File: config.mk
export PLATFORM = sky130hd
export DESIGN_NAME = score_counter_multi
export DESIGN_NICKNAME = d
export VERILOG_FILES = /design/src/rtl/score_counter_multi.sv
export SDC_FILE = /design/constraint.sdc
export NUM_CORES = 1
export LEC_CHECK = 0
export ABC_AREA = 1
export BUFFER_PORTS_ARGS = -buffer_cell sky130_fd_sc_hd__buf_2
export CORE_ASPECT_RATIO = 0.5
export CORE_UTILIZATION = 51
export DETAILED_ROUTE_END_ITERATION = 12
export PLACE_DENSITY = 0.82
export REMOVE_ABC_BUFFERS = 1
export SLEW_MARGIN = 20
export SYNTH_ARGS = -nofsm -noshare
export SYNTH_HDL_FRONTEND = slang
export SYNTH_SLANG_ARGS = --single-unit
File: constraint.sdc
create_clock -name clk_i -period 1.8 [get_ports clk_i]
set_input_delay 0.36 -clock clk_i [delete_from_list [all_inputs] [get_ports clk_i]]
set_output_delay 0.36 -clock clk_i [all_outputs]
set_load 0.02 [all_outputs]
File: src/rtl/score_counter_multi.sv
// Multi-channel score counter: async up/down button levels are synchronised and
// edge-detected, then each channel counts within [0, MAX_VAL] with clear, load and freeze.
module score_counter_multi #(
    parameter int NUM_CH  = 2,
    parameter int BW      = 7,
    parameter int MAX_VAL = 99,
    parameter int WRAP    = 0,
    parameter int LCH_W   = (NUM_CH > 1) ? $clog2(NUM_CH) : 1
) (
    input  logic                 clk_i,
    input  logic                 rst_n_i,
    input  logic [NUM_CH-1:0]    up_i,
    input  logic [NUM_CH-1:0]    down_i,
    input  logic                 clr_i,
    input  logic                 freeze_i,
    input  logic                 load_i,
    input  logic [LCH_W-1:0]     load_ch_i,
    input  logic [BW-1:0]        load_val_i,
    output logic [NUM_CH*BW-1:0] counter_val_o,
    output logic [NUM_CH-1:0]    at_max_o,
    output logic [NUM_CH-1:0]    at_min_o,
    output logic [NUM_CH-1:0]    limit_hit_o
);

    localparam logic [BW-1:0] MAX_V   = BW'(MAX_VAL);
    localparam logic [BW-1:0] ZERO_V  = {BW{1'b0}};
    localparam logic [BW-1:0] ONE_V   = BW'(1'b1);
    localparam logic          WRAP_EN = (WRAP != 32'sd0);

    // Result packs {limit_hit, next_value} for one channel's button pulses.
    function automatic logic [BW:0] step_count(
        input logic [BW-1:0] val,
        input logic          up_p,
        input logic          dn_p
    );
        logic [BW:0] res;
        res = {1'b0, val};
        case ({up_p, dn_p})
            2'b10: begin
                if (val < MAX_V) begin
                    res = {1'b0, val + ONE_V};
                end else if (WRAP_EN) begin
                    res = {1'b0, ZERO_V};
                end else begin
                    res = {1'b1, val};
                end
            end
            2'b01: begin
                if (val > ZERO_V) begin
                    res = {1'b0, val - ONE_V};
                end else if (WRAP_EN) begin
                    res = {1'b0, MAX_V};
                end else begin
                    res = {1'b1, val};
                end
            end
            default: res = {1'b0, val};
        endcase
        return res;
    endfunction

    function automatic logic [BW-1:0] clamp_load(input logic [BW-1:0] val);
        logic [BW-1:0] res;
        if (val > MAX_V) begin
            res = MAX_V;
        end else begin
            res = val;
        end
        return res;
    endfunction

    logic [NUM_CH-1:0]         up_s1_r, up_s2_r, up_s3_r;
    logic [NUM_CH-1:0]         dn_s1_r, dn_s2_r, dn_s3_r;
    logic [NUM_CH-1:0]         up_pulse_s, dn_pulse_s;
    logic [NUM_CH-1:0][BW-1:0] cnt_r, cnt_nxt_s;
    logic [NUM_CH-1:0][BW:0]   step_s;
    logic [NUM_CH-1:0]         hit_r, hit_nxt_s;

    // Synchroniser and delay flops reset high so a button held through reset never counts.
    always_ff @(posedge clk_i or negedge rst_n_i) begin
        if (!rst_n_i) begin
            up_s1_r <= {NUM_CH{1'b1}};
            up_s2_r <= {NUM_CH{1'b1}};
            up_s3_r <= {NUM_CH{1'b1}};
            dn_s1_r <= {NUM_CH{1'b1}};
            dn_s2_r <= {NUM_CH{1'b1}};
            dn_s3_r <= {NUM_CH{1'b1}};
        end else begin
            up_s1_r <= up_i;
            up_s2_r <= up_s1_r;
            up_s3_r <= up_s2_r;
            dn_s1_r <= down_i;
            dn_s2_r <= dn_s1_r;
            dn_s3_r <= dn_s2_r;
        end
    end

    assign up_pulse_s = up_s2_r & ~up_s3_r;
    assign dn_pulse_s = dn_s2_r & ~dn_s3_r;

    // Per-channel next value: clear, then load, then freeze, then button pulses.
    always_comb begin
        cnt_nxt_s = cnt_r;
        hit_nxt_s = {NUM_CH{1'b0}};
        step_s    = {(NUM_CH*(BW+1)){1'b0}};
        for (int c = 0; c < NUM_CH; c++) begin
            step_s[c] = step_count(cnt_r[c], up_pulse_s[c], dn_pulse_s[c]);
            if (clr_i) begin
                cnt_nxt_s[c] = ZERO_V;
            end else if (load_i && (load_ch_i == LCH_W'(c))) begin
                cnt_nxt_s[c] = clamp_load(load_val_i);
            end else if (freeze_i) begin
                cnt_nxt_s[c] = cnt_r[c];
            end else begin
                cnt_nxt_s[c] = step_s[c][BW-1:0];
                hit_nxt_s[c] = step_s[c][BW];
            end
        end
    end

    // Counter and limit-hit registers.
    always_ff @(posedge clk_i or negedge rst_n_i) begin
        if (!rst_n_i) begin
            cnt_r <= {(NUM_CH*BW){1'b0}};
            hit_r <= {NUM_CH{1'b0}};
        end else begin
            cnt_r <= cnt_nxt_s;
            hit_r <= hit_nxt_s;
        end
    end

    // Limit flags decode straight from the counter registers.
    always_comb begin
        at_max_o = {NUM_CH{1'b0}};
        at_min_o = {NUM_CH{1'b0}};
        for (int c = 0; c < NUM_CH; c++) begin
            at_max_o[c] = (cnt_r[c] == MAX_V);
            at_min_o[c] = (cnt_r[c] == ZERO_V);
        end
    end

    assign counter_val_o = cnt_r;
    assign limit_hit_o   = hit_r;

endmodule

==> results.yml <==
cells_and_area:
  drive_above_1_share_pct: 36.3
  area_growth_syn_to_layout_pct: 30.9
  nets: 434
  antenna_cells: 0
  layout.cells.non_filler: 462
  fill_cells: 323
clocking:
  clk_transition_reported_paths_ps: 100
  clock-sinks: 28
  clk-insertion-delay-late_ps: 280
  h-tree-depth: 1
  cts_tree: "yes"
  cts_buffers: 3
  cts_buffer_depth: 2
  root_buffer: "clkbuf_8"
sta:
  tightest_slew_ps: 631
  setup_viol_count_final: 0
  clock.fmax_mhz: 568
  hold_viol: 0
  post-route-period-util_pct: 97.8
  rsz0062_at_grt: "yes"
  maxSlewViolCount: 0
  fin_ws_ps: 39.9
  fin_tns_setup_ps: 0
  whs_ps: 89.6
  skew_ps: 5.30
  fin_crit_ps: 1760
  slew_headroom_pct: 57.9
route:
  drtAntennaViolNets: 0
  vias: 2457
  first_iter_violations: 160
  finalWirelength_um: 6160
  via_per_inst: 5.32
  routedWlPerCell_um: 13.3
  drc: 0
  dr.pass1.iters: 5
global_routing:
  grt_pass1_vias: 2052
  grt_start_max_net_pins: 29
  busiest_layer: "met2"
  grt_pass1_wl_um: 9230
  grt-ovfl-total: 0
  use_met2_pct: 42.0
  track_usage_pct: 25.4
  met3_usage_pct: 3.77
  grt_antenna_before_repair: 0
  met1_usage_pct: 34.2
power:
  p_leak_uw: 0.00156
  ir_drop_uv: 414
  p_total_uw: 1890
  p_per_area_nw_per_um2: 651
critical_path:
  crit_fanout: 4
  startpoint_type: "flip-flop"
  r2r_start: "up_s2_r[0]$_DFF_PN1_"
  worstSetupPathType: "reg2out"
  worstPathRequired_ps: 1440
  endpoint_kind: "output pin"
  cp_data_arrival_time_ps: 1400
  crit_start: "counter_val_o[7]$_DFFE_PN0P_"
yosys:
  syn-mean-instance-area_um2: 6.43
  postSynthCellCount: 345
  ys_ff_latch: 28
  synth_sequential_area_ratio_pct: 32.3
  yosysWarnings: 0
  netlist_area_um2: 2220
  ys_types: 26
placed_design:
  dpl_worst_slack_ps: -25.5
  dp_hpwl_um: 4160
  gp_congestion: 0.882
  dp_cells: 443
  port-buffer-count: 36
floorplanning:
  io_pins: 37
  rows: 16
  dieHeight_um: 48.6
  initial_utilization_pct: 55.1
  die-width_um: 95.3
  die_area_um2: 4630
  core_area_um2: 4020
hold_path:
  hp-class: "in2async"
run_status:
  status: "finished clean"
job:
  cap_violations: 0
[sequential cells by signal, indices dropped and copies added (netlist names)]
signal,cells
limit_hit_o,2
dn_s2_r,2
up_s2_r,2
up_s3_r,2
up_s1_r,2
dn_s1_r,2
counter_val_o,14
dn_s3_r,2
[Yosys cell counts]
cell type / count / share of area (%)
nand4_1: 10 / 2.8
nand2_4: 1 / 0.51
inv_2: 2 / 0.34
o21ai_0: 12 / 2.7
nor2_1: 31 / 5.2
nand2_1: 149 / 25
a21oi_2: 1 / 0.39
nand4_2: 1 / 0.56
nor4_1: 3 / 0.85
nor2_2: 3 / 0.85
buf_2: 4 / 0.90
o211ai_1: 1 / 0.34
ha_1: 8 / 4.5
dfrtp_1: 16 / 18
a21oi_1: 10 / 2.3
nor2_4: 1 / 0.51
xor2_1: 4 / 1.6
inv_1: 39 / 6.6
nand3_2: 3 / 1.4
buf_6: 5 / 2.5
xnor2_1: 1 / 0.39
nor2_8: 1 / 0.90
dfstp_2: 12 / 14
nand2_2: 1 / 0.28
buf_4: 2 / 0.68
nand3_1: 24 / 5.4
[per-stage QoR]
stage | cell area [um^2] | utilization [%]
after global placement | 2520 | 62.6
after floorplan | 2130 | -
after detailed placement | 2520 | 62.6
after CTS | 2620 | 65.1
final | 2900 | 72.2
after global routing | 2900 | 72.2
[worst paths after layout]
path / cells after the start / slack [ps] / endpoint
setup / recovery: 4 / 40 / at_max_o[1]
max in group asynchronous: 1 / 1270 / counter_val_o[3]$_DFFE_PN0P_
min in group clk_i: 1 / 170 / up_s1_r[0]$_DFF_PN1_
hold reg to reg: 0 / 360 / dn_s2_r[1]$_DFF_PN1_
setup reg to reg: 10 / 100 / counter_val_o[3]$_DFFE_PN0P_
hold / removal: 1 / 90 / counter_val_o[4]$_DFFE_PN0P_
[routing by layer]
| metal | wire [um] | up-vias |
|---|---|---|
| met3 | 327 | 12 |
| met2 | 3110 | 98 |
| met5 | 0 | - |
| met4 | 101 | 0 |
| met1 | 2620 | 1145 |
| li1 | - | 1202 |
[cells in the final DEF, fill, tap and decap left out, types with 4 or more instances in the layout]
cell,count
inv_2,13
ha_4,5
inv_1,26
buf_2,33
dfstp_2,12
dfrtp_1,8
xor2_1,4
nor2_2,10
nor2_1,19
nand3_1,22
a21oi_1,9
buf_4,34
o21ai_0,12
dfrtp_2,8
nor2_4,6
nand2_2,4
nand4_1,10
nand2_1,145
[critical path, cell delays in order (launching register included)]
cell and delay, ps:
dfrtp_2 450, ha_4 190, nand2_4 60, nor4_4 240, buf_4 190
[cells by family after synthesis]
group / synth area share (%)
adders and majority gates: 4.51
buffers and inverters: 11.1
AOI/OAI and AO/OA: 5.70
xor gates and xnor gates: 1.97
and+or+nand+nor: 44.5
DFF: 32.3
[layout make-up]
| class | instances | area [um^2] | area share (%) |
|---|---|---|---|
| clock buffers | 4 | 45.0 | 1.55 |
| repair buffers | 70 | 454 | 15.6 |
| well taps | 54 | 67.6 | 2.33 |
| inverters | 41 | 159 | 5.47 |
| multi-input cells | 265 | 1450 | 50.0 |
| flip-flops and latches | 28 | 726 | 25.0 |
[what timing repair did]
item,in CTS,in global routing
hold buffers,0,0
resized for setup,15,57
setup endpoints to repair,9,18
pin swaps,3,12
buffers inserted,2,13
[where the power goes]
| part | internal (uW) | switching [uW] |
|---|---|---|
| registers | 685 | 60.8 |
| clock network | 159 | 198 |
| logic | 323 | 467 |
| total | 1170 | 725 |
No activity file was read; power rests on OpenSTA's default activity.
